<file path="config.mk">
export PLATFORM = sky130hd
export DESIGN_NAME = otter_input_port
export DESIGN_NICKNAME = d
export VERILOG_FILES = /design/src/rtl/otter_input_port.sv
export SDC_FILE = /design/constraint.sdc
export NUM_CORES = 1
export LEC_CHECK = 0
export CAP_MARGIN = 0
export CORE_MARGIN = 3
export CORE_UTILIZATION = 40
export CTS_BUF_LIST = sky130_fd_sc_hd__clkbuf_4 sky130_fd_sc_hd__clkbuf_8
export CTS_CLUSTER_DIAMETER = 80
export DETAILED_ROUTE_END_ITERATION = 12
export PLACE_DENSITY = 0.8
export SYNTH_ARGS = -nofsm -noshare
export SYNTH_HDL_FRONTEND = slang
export SYNTH_SLANG_ARGS = --single-unit
</file>
<file path="constraint.sdc">
create_clock -name clk -period 2.6 [get_ports clk]
set_input_delay 0.26 -clock clk [delete_from_list [all_inputs] [get_ports clk]]
set_output_delay 0.26 -clock clk [all_outputs]
set_load 0.02 [all_outputs]
</file>
<file path="src/rtl/otter_input_port.sv">
// MMIO input port: synchronized switches, debounced buttons and a clear-on-read press-event register.
// Optional feature macro: INPUT_PORT_IRQ_EN enables the event register and the intr output.
module otter_input_port #(
  parameter int unsigned DEBOUNCE_CYCLES = 16,
  parameter logic [31:0] SW_ADDR         = 32'h1100_0000,
  parameter logic [31:0] BTN_ADDR        = 32'h1100_0004,
  parameter logic [31:0] EVT_ADDR        = 32'h1100_0008
) (
  input  logic        clk,
  input  logic        rst_n,
  input  logic [4:0]  buttons,
  input  logic [15:0] switches,
  input  logic        io_rd,
  input  logic [31:0] io_addr,
  output logic [31:0] io_rdata,
  output logic        io_rvalid,
  output logic        intr
);

  localparam int unsigned CW = (DEBOUNCE_CYCLES > 1) ? $clog2(DEBOUNCE_CYCLES) : 1;
  localparam logic [CW-1:0] CNT_LAST = CW'(DEBOUNCE_CYCLES - 1);

  logic [4:0]    btn_meta;
  logic [4:0]    btn_sync;
  logic [15:0]   sw_meta;
  logic [15:0]   sw_sync;
  logic [4:0]    btn_stable;
  logic [CW-1:0] cnt [5];
  logic [4:0]    btn_diff;
  logic [4:0]    btn_flip;
  logic [31:0]   evt_word;
  logic [31:0]   rd_mux;

  always_ff @(posedge clk) begin
    if (!rst_n) begin
      btn_meta <= '0;
      btn_sync <= '0;
      sw_meta  <= '0;
      sw_sync  <= '0;
    end else begin
      btn_meta <= buttons;
      btn_sync <= btn_meta;
      sw_meta  <= switches;
      sw_sync  <= sw_meta;
    end
  end

  // A button flips when it has disagreed with its stable value for DEBOUNCE_CYCLES cycles.
  always_comb begin
    btn_diff = btn_sync ^ btn_stable;
    btn_flip = '0;
    for (int i = 0; i < 5; i++) begin
      btn_flip[i] = btn_diff[i] && (cnt[i] == CNT_LAST);
    end
  end

  always_ff @(posedge clk) begin
    if (!rst_n) begin
      btn_stable <= '0;
      for (int i = 0; i < 5; i++) cnt[i] <= '0;
    end else begin
      btn_stable <= btn_stable ^ btn_flip;
      for (int i = 0; i < 5; i++) begin
        if (!btn_diff[i] || btn_flip[i]) cnt[i] <= '0;
        else                             cnt[i] <= cnt[i] + CW'(1);
      end
    end
  end

`ifdef INPUT_PORT_IRQ_EN
  logic [4:0] evt;
  logic [4:0] evt_clr;
  logic [4:0] btn_rise;

  // Rising edges are taken from the flip itself so evt sets on the same edge as btn_stable.
  always_comb begin
    btn_rise = btn_flip & btn_sync;
    evt_clr  = (io_rd && (io_addr == EVT_ADDR)) ? evt : 5'b0;
    evt_word = {27'b0, evt};
  end

  always_ff @(posedge clk) begin
    if (!rst_n) begin
      evt  <= '0;
      intr <= 1'b0;
    end else begin
      evt  <= (evt & ~evt_clr) | btn_rise;
      intr <= |evt;
    end
  end
`else
  assign evt_word = 32'b0;
  assign intr     = 1'b0;
`endif

  always_comb begin
    rd_mux = 32'b0;
    if (io_addr == SW_ADDR)       rd_mux = {16'b0, sw_sync};
    else if (io_addr == BTN_ADDR) rd_mux = {27'b0, btn_stable};
    else if (io_addr == EVT_ADDR) rd_mux = evt_word;
  end

  always_ff @(posedge clk) begin
    if (!rst_n) begin
      io_rdata  <= '0;
      io_rvalid <= 1'b0;
    end else begin
      io_rvalid <= io_rd;
      if (io_rd) io_rdata <= rd_mux;
    end
  end

endmodule

</file>
=== Word-level counts from Yosys, hierarchy flattened ===
Memory sizes are Yosys's and may differ from the RTL's.
Index checks and enable logic that the tools add are counted.
W data, S select, Z words.

* Add/subtract/negate cells: 5
* Multipliers: 0
* Div/mod/pow operators: 0
* Magnitude comparators: 0
* Equality and inequality tests: 7
* Shift operators: 0
* Muxes and demuxes: 43
* Bitwise gates (word level): 12
* Reduce and logical (&&, ||, !) cells: 15

{| class="wikitable"
|+ Operators by type and width
! cell !! number
|-
| $eq A32 B29 Y1 const B || 2
|-
| $mux W4 || 10
|-
| $mux W1 || 31
|-
| $add A4 B1 Y4 const B || 5
|-
| $eq A4 B4 Y1 const B || 5
|-
| $mux W16 || 1
|-
| $or A1 B1 Y1 || 10
|-
| $xor A5 B5 Y5 || 2
|-
| $logic_and A1 B1 Y1 || 5
|-
| $logic_not A1 Y1 || 5
|-
| $logic_or A1 B1 Y1 || 5
|-
| $mux W5 || 1
|}

* Register bits: 80
* Latch bits: 0
* Memory bits (writable): 20
* Bits in read-only memories: 0
* Output and inout port bits: 34
* Word-level logic and storage cells: 90
* Memories kept: 1

{| class="wikitable"
|+ Memory list
! name !! words !! bits a word !! rd ports !! clocked after memory_dff !! wr ports !! line !! source
|-
| cnt || 5 || 4 || 5 || 0 || 5 || 28 || <nowiki>logic [CW-1:0] cnt [5];</nowiki>
|}

=== Longest topological paths before layout ===
An unclocked memory read counts as a cell.

* Depth in word-level cells: 9
* Mapped depth: 5

=== Worst setup path before layout ===
Ideal clock, no wire load.

* Kind: input -> register
* From: input port io_addr[7]
* To: register io_rdata[10]
* Setup time: 59 ps
* Arrival time: 1204 ps
* Slack: 1337 ps
* Stages: 5
* Buffers on the path: 1
* Cell sequence: nor4_2 > nand4_1 > nor4_2 > buf_4 > a22o_1

* Word-level cells in the longest chain between the ends: 2

{| class="wikitable"
|+ Ends and longest elaborated chain
! element !! line !! source
|-
| from (decl) || 14 || <nowiki>input logic [31:0] io_addr,</nowiki>
|-
| $eq A32 B29 Y1 || 98 || <nowiki>if (io_addr == SW_ADDR) rd_mux = {16'b0, sw_sync};</nowiki>
|-
| $mux W16 || 98 ||
|-
| to (signal assigned) || 109 || <nowiki>if (io_rd) io_rdata <= rd_mux;</nowiki>
|-
| to (decl) || 15 || <nowiki>output logic [31:0] io_rdata,</nowiki>
|}

Every way passes these cells.
A chain may end at the register's enable or synchronous reset.

=== Worst setup path in the final report ===
* From: register io_rdata[9]
* To: output port io_rdata[9]

No word-level cell between the ends.

==> out/results.tsv <==
stage	metric	value	unit
place	dpl-instance-area	3934	um^2
sta	final-hold-violation-count	0	
logic_synthesis	ys_top_cells_by_area	dfxtp_1, edfxtp_1, and2_1	
grt	first_global_vias	2017	
worst_setup_path	cp.required	2340	ps
pwr	total_leakage_power	1.729	nW
pwr	netSwitchingFraction	0.2191	
die	chipHeight	94.10	um
logic_synthesis	synth.yosys.warnings	0	
clock_network	cts.reportedPaths.clkPinSlew	90	ps
grt	grt_start_max_net_pins	59	
routing	routedWlPerCell	11.90	um
die	die_area	8854	um^2
sta	finalCritPeriodShare	0.6182	
worst_setup_path	delay_of_the_slowest_critical_path_stage	650	ps
hold_path	hp-class	flip-flop to flip-flop	
final_layout	fin_area	4150	um^2
pwr	p_switching	0.5601	mW
sta	final_max_slew_viol_count	0	
clock_network	htree_num_levels	3	
routing	detailroute.via_count	2017	
clock_network	postCtsHoldBufs	0	
worst_setup_path	critical_path.slowest_cell	clkdlybuf4s50_1	
worst_setup_path	worstSetupEndpointType	output port	
logic_synthesis	yosysMostFrequentCell	dfxtp_1	
final_layout	layout.nets	421	
hold_path	hold_end	btn_sync[1]	
clock_network	clock_sink_count	84	
clock_network	cts_tree	built	
hold_path	worst_hold_startpoint	btn_meta[1]	
logic_synthesis	number_of_flops_mapped_to_enable_cells_by_yosys	20	
grt	initial_antenna_violation_count	0	
grt	grtUsageTotal	0.1339	
logic_synthesis	synthDistinctLibCells	24	
grt	grt_first_pass_wirelength	9163	um
routing	drc	0	
clock_network	cts.path.max_buffers	2	
logic_synthesis	post_syn_area	3104	um^2
worst_setup_path	setup.worst_path.start	io_rdata[9]	
die	initial_core_util	0.4190	
clock_network	cts.root.buffer_cell	clkbuf_8	
logic_synthesis	netlist_instances	266	
die	floorplan.core_area	7408	um^2
worst_setup_path	cell_chain_of_the_critical_path	clkdlybuf4s50_1	
place	pre_cts_slack	765.5	ps
pwr	power_density	615.9	nW/um^2
place	gp_congestion	0.7436	
final_layout	antenna_cells_inserted	0	
clock_network	cts_made_buffers	9	
pwr	seq_power_share	0.547	
routing	drt_wl_total	5523	um
clock_network	post_cts_setup_buffers	0	
pwr	combPwrFrac	0.073	
logic_synthesis	netlist_top_cells_count	dfxtp_1, and2_1, edfxtp_1	
clock_network	post_cts.resized_instances	0	
routing	vias_per_cell	4.347	
logic_synthesis	seq_area_frac_synth	0.6062	
run_status	outcome	finished clean	
final_layout	fillers	625	
die	row_count	31	
worst_setup_path	crit_buf_inv	1	
sta	fmax	622.1	MHz
sta	rsz0062_at_grt	false	
pwr	peakVddDrop	425.7	uV
sta	setup-violations-final	0	
place	post-dp-hpwl	4160	um
worst_setup_path	worstReg2RegStart	cnt[4][0]	
die	die_width	94.10	um
worst_setup_path	ff2ff_setup_slack	1350	ps
grt	grt_remaining_overflow	0	
worst_setup_path	timing.critical_path.max_delay_family	buffers and inverters	
worst_setup_path	startpoint_type	flip-flop	
worst_setup_path	critical_r2r_capture	cnt[4][2]	
flow_run	max-cap-violations	0	
worst_setup_path	worst-path-max-fanout	2	
sta	final.setup.worst_slack	992.6	ps
worst_setup_path	setup.worst_path.class	flip-flop to output port	
routing	ant_nets	0	
hold_path	holdPathStages	1	
logic_synthesis	synth_largest_type_area_fraction	0.4127	
logic_synthesis	synth.ff_latch_count	84	
sta	finalHoldWorstSlack	438.3	ps
place	buffer_ports.inserted	72	
clock_network	insertion_delay	340	ps
sta	min_period	1607	ps
logic_synthesis	synth-main-ff-cell	dfxtp_1	
sta	finClkSkew	8.578	ps
worst_setup_path	reg2regPathDepth	3	
routing	dr.first_iter.drc_count	98	
final_layout	layout-drive-gt1-share	0.07123	
final_layout	area_delta_synth_final	33.70	%
die	top_level_ports	90	
logic_synthesis	synth_top_area_cell	dfxtp_1	
worst_setup_path	timing.critical_path.arrival	1350	ps
logic_synthesis	ys_async_sr_fraction	0	
pwr	intPower	1.996	mW
pwr	power.share.clock	0.380	
final_layout	fin_util	0.5602	
sta	final.setup.tns	0	ps
logic_synthesis	synth_area_per_cell	11.67	um^2
routing	detail_route.first_pass.iterations	4	
logic make-up after synthesis:
| group | share of synthesized area |
|---|---|
| and+or+nand+nor | 0.1971 |
| muxes | 0.03225 |
| other | 0.002419 |
| DFF | 0.6062 |
| adders and majority gates | 0.02015 |
| AOI/OAI and AO/OA | 0.03910 |
| xor gates and xnor gates | 0.04232 |
| buffers and inverters | 0.06046 |
per-stage QoR:
step | power (mW) | instances
floorplan | 1.530 | 301
global placement | 1.608 | 448
detailed placement | 1.615 | 448
CTS | 2.576 | 464
global route | 2.664 | 464
finish | 2.556 | 464
power groups by stage:
stage	registers, mW	clock network (mW)	logic, mW
after CTS	1.40	0.990	0.187
after detailed placement	1.43	0	0.186
after global routing	1.40	1.06	0.204
final	1.40	0.972	0.186
after global placement	1.43	0	0.182
after floorplan	1.42	0	0.106
cell type report:
| type | count | area (um^2) | area share |
|---|---|---|---|
| clock inverters | 5 | 65.06 | 0.01568 |
| repair buffers | 75 | 743.2 | 0.1791 |
| inverters | 5 | 18.77 | 0.004522 |
| clock buffers | 11 | 151.4 | 0.03648 |
| multi-input cells | 185 | 1166 | 0.2810 |
| well taps | 99 | 123.9 | 0.02985 |
| flip-flops and latches | 84 | 1882 | 0.4534 |
layer usage:
layer	vias to the layer above	wire length [um]	global-route usage
li1	1026	-	-
met1	935	2288	0.1521
met2	52	2917	0.2354
met3	4	259	0.04728
met4	0	58	0.03971
met5	-	0	0
state kept, by name, indices dropped and copies added, names as in the netlist, named ones only:
register,cells
btn_sync,5
sw_sync,16
sw_meta,16
io_rvalid,1
btn_meta,5
io_rdata,16
cnt,20
placed cells by master, fill, tap and decap left out, types with 3 or more instances in the layout:
cell type / count
a22o_1: 11
and2_1: 43
and3_1: 5
buf_4: 3
clkbuf_8: 11
clkdlybuf4s50_1: 72
conb_1: 37
dfxtp_1: 64
edfxtp_1: 20
ha_1: 5
inv_1: 5
inv_6: 3
mux2i_1: 10
nand2_1: 6
nand3_1: 16
nor2_1: 15
nor2b_1: 6
nor4_2: 5
o21ai_1: 5
xor2_1: 15
how the worst max path moves through the flow:
stage                   end  cells past startpoint  slack (ps)
3_5_place_dp    io_rdata[9]                      6         770
6_report        io_rdata[9]                      1         990
3_3_place_gp    io_rdata[1]                      5         850
4_1_cts         io_rdata[9]                      1         960
5_1_grt         io_rdata[9]                      1         940
2_1_floorplan  io_rdata[10]                      5        1340
Power figures use the tool's default switching activity.
